## src/rtl/shift_pkg.sv

```systemverilog
// Shared constants and types for the shift sequencer/arbiter slice.
package shift_pkg;

    localparam int unsigned DATA_W = 16;
    localparam int unsigned AMT_W  = 4;

    localparam logic SHIFT_LEFT  = 1'b0;
    localparam logic SHIFT_RIGHT = 1'b1;

    typedef enum logic [1:0] {
        IDLE = 2'd0,
        EXEC = 2'd1,
        RESP = 2'd2
    } shift_arb_state_t;

    typedef logic req_id_t;

endpackage

```

## src/rtl/shift_unit.sv

```systemverilog
// Combinational logical shifter: left or right by shift_amount, zero fill.
module shift_unit #(
    parameter int unsigned DATA_W = shift_pkg::DATA_W,
    parameter int unsigned AMT_W  = shift_pkg::AMT_W
) (
    input  logic [AMT_W-1:0]  shift_amount,
    input  logic [DATA_W-1:0] input_data,
    input  logic              LorR,
    output logic [DATA_W-1:0] output_data
);
    import shift_pkg::*;

    always_comb begin
        output_data = input_data;
        if (LorR == SHIFT_RIGHT) begin
            output_data = input_data >> shift_amount;
        end else begin
            output_data = input_data << shift_amount;
        end
    end

endmodule

```

## src/rtl/shift_arbiter.sv

```systemverilog
// Shares one shift_unit between two requesters; IDLE -> EXEC -> RESP sequencing.
// Define SHIFT_ARB_ROUND_ROBIN_EN for round-robin arbitration; fixed priority otherwise.
module shift_arbiter #(
    parameter int unsigned DATA_W = shift_pkg::DATA_W,
    parameter int unsigned AMT_W  = shift_pkg::AMT_W
) (
    input  logic              clk,
    input  logic              rst_n,
    input  logic              req0_valid,
    output logic              req0_ready,
    input  logic [AMT_W-1:0]  req0_amount,
    input  logic [DATA_W-1:0] req0_data,
    input  logic              req0_lorr,
    input  logic              req1_valid,
    output logic              req1_ready,
    input  logic [AMT_W-1:0]  req1_amount,
    input  logic [DATA_W-1:0] req1_data,
    input  logic              req1_lorr,
    output logic              rsp_valid,
    input  logic              rsp_ready,
    output logic [DATA_W-1:0] rsp_data,
    output logic              rsp_id,
    output logic              busy
);
    import shift_pkg::*;

    shift_arb_state_t  state;
    logic [AMT_W-1:0]  op_amount;
    logic [DATA_W-1:0] op_data;
    logic              op_lorr;
    logic [DATA_W-1:0] unit_result;
    logic              grant_any;
    req_id_t           grant_id;

`ifdef SHIFT_ARB_ROUND_ROBIN_EN
    req_id_t           last_grant;
`endif

    // Grant selection; a tie goes to whoever was not served last (or to 0 in fixed mode)
    always_comb begin
        grant_any = req0_valid | req1_valid;
`ifdef SHIFT_ARB_ROUND_ROBIN_EN
        if (req0_valid && req1_valid) begin
            grant_id = ~last_grant;
        end else begin
            grant_id = req1_valid;
        end
`else
        grant_id = req1_valid & ~req0_valid;
`endif
    end

    assign req0_ready = (state == IDLE) && grant_any && (grant_id == 1'b0);
    assign req1_ready = (state == IDLE) && grant_any && (grant_id == 1'b1);

    shift_unit #(
        .DATA_W (DATA_W),
        .AMT_W  (AMT_W)
    ) u_shift_unit (
        .shift_amount (op_amount),
        .input_data   (op_data),
        .LorR         (op_lorr),
        .output_data  (unit_result)
    );

    always_ff @(posedge clk or negedge rst_n) begin
        if (!rst_n) begin
            state     <= IDLE;
            op_amount <= '0;
            op_data   <= '0;
            op_lorr   <= 1'b0;
            rsp_valid <= 1'b0;
            rsp_data  <= '0;
            rsp_id    <= 1'b0;
            busy      <= 1'b0;
`ifdef SHIFT_ARB_ROUND_ROBIN_EN
            last_grant <= 1'b1;
`endif
        end else begin
            case (state)
                IDLE: begin
                    if (grant_any) begin
                        op_amount <= grant_id ? req1_amount : req0_amount;
                        op_data   <= grant_id ? req1_data   : req0_data;
                        op_lorr   <= grant_id ? req1_lorr   : req0_lorr;
                        rsp_id    <= grant_id;
`ifdef SHIFT_ARB_ROUND_ROBIN_EN
                        last_grant <= grant_id;
`endif
                        busy      <= 1'b1;
                        state     <= EXEC;
                    end
                end
                EXEC: begin
                    rsp_data  <= unit_result;
                    rsp_valid <= 1'b1;
                    state     <= RESP;
                end
                RESP: begin
                    if (rsp_ready) begin
                        rsp_valid <= 1'b0;
                        busy      <= 1'b0;
                        state     <= IDLE;
                    end
                end
                default: begin
                    state <= IDLE;
                end
            endcase
        end
    end

endmodule
```

## config.mk

```make
export PLATFORM = sky130hd
export DESIGN_NAME = shift_arbiter
export DESIGN_NICKNAME = d
export VERILOG_FILES = /design/src/rtl/shift_pkg.sv /design/src/rtl/shift_unit.sv /design/src/rtl/shift_arbiter.sv
export SDC_FILE = /design/constraint.sdc
export NUM_CORES = 1
export LEC_CHECK = 0
export BUFFER_PORTS_ARGS = -buffer_cell sky130_fd_sc_hd__buf_2
export CAP_MARGIN = 40
export CORE_MARGIN = 4
export CORE_UTILIZATION = 39
export CTS_BUF_LIST = sky130_fd_sc_hd__clkbuf_8 sky130_fd_sc_hd__clkbuf_16
export DETAILED_ROUTE_END_ITERATION = 8
export HOLD_SLACK_MARGIN = 0.05
export PLACE_DENSITY_LB_ADDON = 0.12
export SYNTH_ARGS = -nofsm -noshare
export SYNTH_HDL_FRONTEND = slang
export SYNTH_SLANG_ARGS = --single-unit
```

## constraint.sdc

```tcl
create_clock -name clk -period 3.4 [get_ports clk]
set_input_delay 0.34 -clock clk [delete_from_list [all_inputs] [get_ports clk]]
set_output_delay 0.34 -clock clk [all_outputs]
set_load 0.02 [all_outputs]
```

==> results.txt <==
The flow ran to the end, and the final reports show no timing, DRC or antenna violations. The number of global-route vias before repair is 2,901. The die is 101 um tall. The placer congestion estimate is 0.908.

The TritonCTS clock tree is built. The biggest area contributor in the post-synthesis netlist is sky130_fd_sc_hd__dfrtp_1. The signal arrival time at the worst endpoint came out at 2.56 ns. The clock passes through at most 2 buffers. Synthesis produced a netlist whose cell count is 340. The total negative slack is 0 ns. The worst pin sits at a relative slew slack of 0.411. The die span in x came out at 101 um. After synthesis, the share of flip-flops with an asynchronous set or reset is 1.00.

Power spread over the standard cell area amounts to 1100 nW/um^2. Including well taps, the total number of placed cells is 480. The number of flops mapped to enable cells by yosys came out at 0. Setup repair after global routing left no endpoint under its margin. TritonCTS created 5 clock buffers. The detailed router finished its first iteration with 403 violations. The number of antenna repair diodes came out at 0. The placed wire-length estimate came out at 7.13 mm.

At the pin with the least slew margin, the transition time is 0.883 ns. The overall track demand over capacity in global routing came out at 0.196. In this run the worst path has a maximum fanout of 44.

The number of fill cells is 822. The final max-slew violation count was 0. The initial standard-cell utilization of the core is 0.407.

The total count of hold-check failures in the final report was 0. The total standard cell area after synthesis came out at 3390 sq um. The warning count from the yosys run came out at 0. The share of synthesized area in the top cell type comes to 0.310. The post-layout minimum cycle time is 2.38 ns. After detailed routing, the number of remaining DRC violations is 0. The die covers 10,300 sq um. The highest attainable clock frequency came out at 420 MHz. The clock skew is 0.00707 ns. After clock tree synthesis, the setup repair step added 0 buffers. CTS built an H-tree with a depth of 2. Summing internal, switching and leakage power gives 0.00417 W. CTS placed an instance of sky130_fd_sc_hd__clkbuf_8 at the clock tree root. Setup violations remaining at the end of the flow were counted as 0.

Of the synthesized area, sequential elements account for 0.310. The tool flagged a number of max-cap violations equal to 0. In the synthesized netlist the dominant register cell turns out to be sky130_fd_sc_hd__dfrtp_1. Counting distinct cell types in the post-synthesis netlist gives 47. The worst-case vdd ir drop came out at 0.000411 V. The synthesized area per cell is 9.98 sq um.

Leaving out fill and tap cells, the most frequent cells in the layout are sky130_fd_sc_hd__buf_2 (67), sky130_fd_sc_hd__dfrtp_1 (41), sky130_fd_sc_hd__nor2_1 (31). At the later pin of the worst-skew pair, clock insertion delay measures 0.30 ns. Counting flops and latches in the post-synthesis netlist gives 42. The routed length per placed instance came out at 20.5 um. The post-layout net count came out at 430. The worst setup path is captured at a register. The row count came out at 33. The leakage power total came out at 1.73 nW. After clock tree synthesis, the clock-pin slew on the worst setup and hold paths is 0.08 ns. Dividing the final minimum period by the clock period gives 0.700. The pre-antenna-repair detailed-routing pass consisted of 5 iterations. The share of final-layout standard cells stronger than drive strength 1 is 0.272. Synthesis produced a netlist with a net count of 387. After detailed routing, the total wire length is 10.0 mm. The critical setup path kind is register to register.

For the worst setup path, the data required time is 3.58 ns. The count of vias placed by the detailed router came out at 3,108. The clock drives 42 sinks. The utilization after layout came out at 0.457.

The global-route wire length before repair came out at 15.7 mm. The number of buffers inserted by port buffering is 67. The non-filler instance count after layout is 488. The commonest non-fill, non-tap cell in the layout is sky130_fd_sc_hd__buf_2. The detail route stage leaves a number of antenna-violating nets equal to 0. Relative to the synthesized area, the layout overhead comes to 12.4%. The number of antenna violations at the first check in global routing came out at 0. STA classifies the critical path startpoint as a register. Entering global routing, the biggest net connects 45 pins. The final worst hold slack is 0.254 ns.

The min-delay analysis places its worst path in the category primary input to register. The I/O pin total came out at 68. The via-per-instance ratio came out at 6.37.

The total congestion overflow came out at 0. Ranked by total cell area, the synthesized netlist is headed by sky130_fd_sc_hd__dfrtp_1 (31%), sky130_fd_sc_hd__mux4_1 (14%), sky130_fd_sc_hd__a222oi_1 (6.2%), sky130_fd_sc_hd__mux2i_1 (5.9%), sky130_fd_sc_hd__mux4_2 (5.3%). The area inside the core boundary is 8340 sq um.
-- synthesized netlist by cell type (3+ instances only) --
cell and count:
sky130_fd_sc_hd__a31oi_1 18, sky130_fd_sc_hd__nand2_1 11, sky130_fd_sc_hd__nor2_1 31, sky130_fd_sc_hd__mux4_1 18, sky130_fd_sc_hd__o21ai_0 9, sky130_fd_sc_hd__clkbuf_1 27
sky130_fd_sc_hd__or2_2 5, sky130_fd_sc_hd__nand2b_1 10, sky130_fd_sc_hd__nor2b_1 5, sky130_fd_sc_hd__buf_6 4, sky130_fd_sc_hd__buf_4 3, sky130_fd_sc_hd__a32oi_1 4
sky130_fd_sc_hd__o211ai_1 9, sky130_fd_sc_hd__mux4_2 8, sky130_fd_sc_hd__mux2i_1 20, sky130_fd_sc_hd__a222oi_1 21, sky130_fd_sc_hd__buf_2 6, sky130_fd_sc_hd__inv_1 25
sky130_fd_sc_hd__mux2_2 4, sky130_fd_sc_hd__nor3_1 4, sky130_fd_sc_hd__dfrtp_1 42, sky130_fd_sc_hd__nand3b_1 3, sky130_fd_sc_hd__a21oi_1 19, sky130_fd_sc_hd__nand3_1 6
-- routing by layer --
layer,track usage,routed length [um],vias up
met2,0.294,4470,185
met5,0,0,-
met3,0.0455,902,25
li1,-,-,1412
met1,0.273,4340,1486
met4,0.0808,289,0
-- final cells by class --
class	instances	area (sq um)	area share
clock inverter	1	3.75	0.000985
multi-input combinational	230	2010	0.528
sequential	42	1050	0.276
timing repair buffer	78	433	0.114
clock buffer	6	82.6	0.0217
inverter	26	97.6	0.0256
tap	105	131	0.0345
-- worst paths after layout --
path	from	end	slack [ns]	cells past startpoint
setup / recovery	op_amount[1]	rsp_data[8]	1.02	4
hold / removal	rsp_ready	state[1]	0.25	2
setup reg to reg	op_amount[1]	rsp_data[8]	1.02	4
hold reg to reg	rsp_id	rsp_id	0.49	2
max in group asynchronous	rst_n	op_amount[1]	2.38	3
min in group asynchronous	rst_n	rsp_data[1]	0.52	2
-- metrics by stage --
step / area, sq um / setup WS (ns)
6_report: 3810 / 1.02
2_1_floorplan: 3390 / 1.67
3_3_place_gp: 3690 / 1.10
5_1_grt: 3810 / 0.885
4_1_cts: 3810 / 1.02
3_5_place_dp: 3710 / 1.02
-- state kept, by name (all words and copies together) (netlist names) --
register and count:
busy 1, op_amount 4, op_data 16, op_lorr 1, rsp_data 16, rsp_id 1, rsp_valid 1, state 2
-- kinds of logic (layout without fill, tap and decap cells) --
family / after synthesis / count (layout) / synth area share
buffers and inverters: 68 / 111 / 0.0992
and+or+nand+nor: 88 / 88 / 0.132
muxes: 50 / 50 / 0.265
AOI/OAI and AO/OA: 92 / 92 / 0.194
DFF: 42 / 42 / 0.310
-- what timing repair did --
action / CTS / global route
gates resized for setup: 0 / 0
endpoints found under the hold margin: 16 / 0
hold buffers: 1 / 0
-- report_power, final --
group          internal [W]  switching, W
Sequential         0.000749      0.000572
Combinational       0.00120       0.00132
Clock              0.000158      0.000172
Total               0.00210       0.00207
-- critical path, stage by stage, from the launching register on --
cell                       delay, ns
sky130_fd_sc_hd__dfrtp_2        0.96
sky130_fd_sc_hd__mux4_1         0.65
sky130_fd_sc_hd__mux2_2         0.29
sky130_fd_sc_hd__a221oi_1       0.24
sky130_fd_sc_hd__a21oi_1        0.11
No activity file was read; power rests on OpenSTA's default activity.
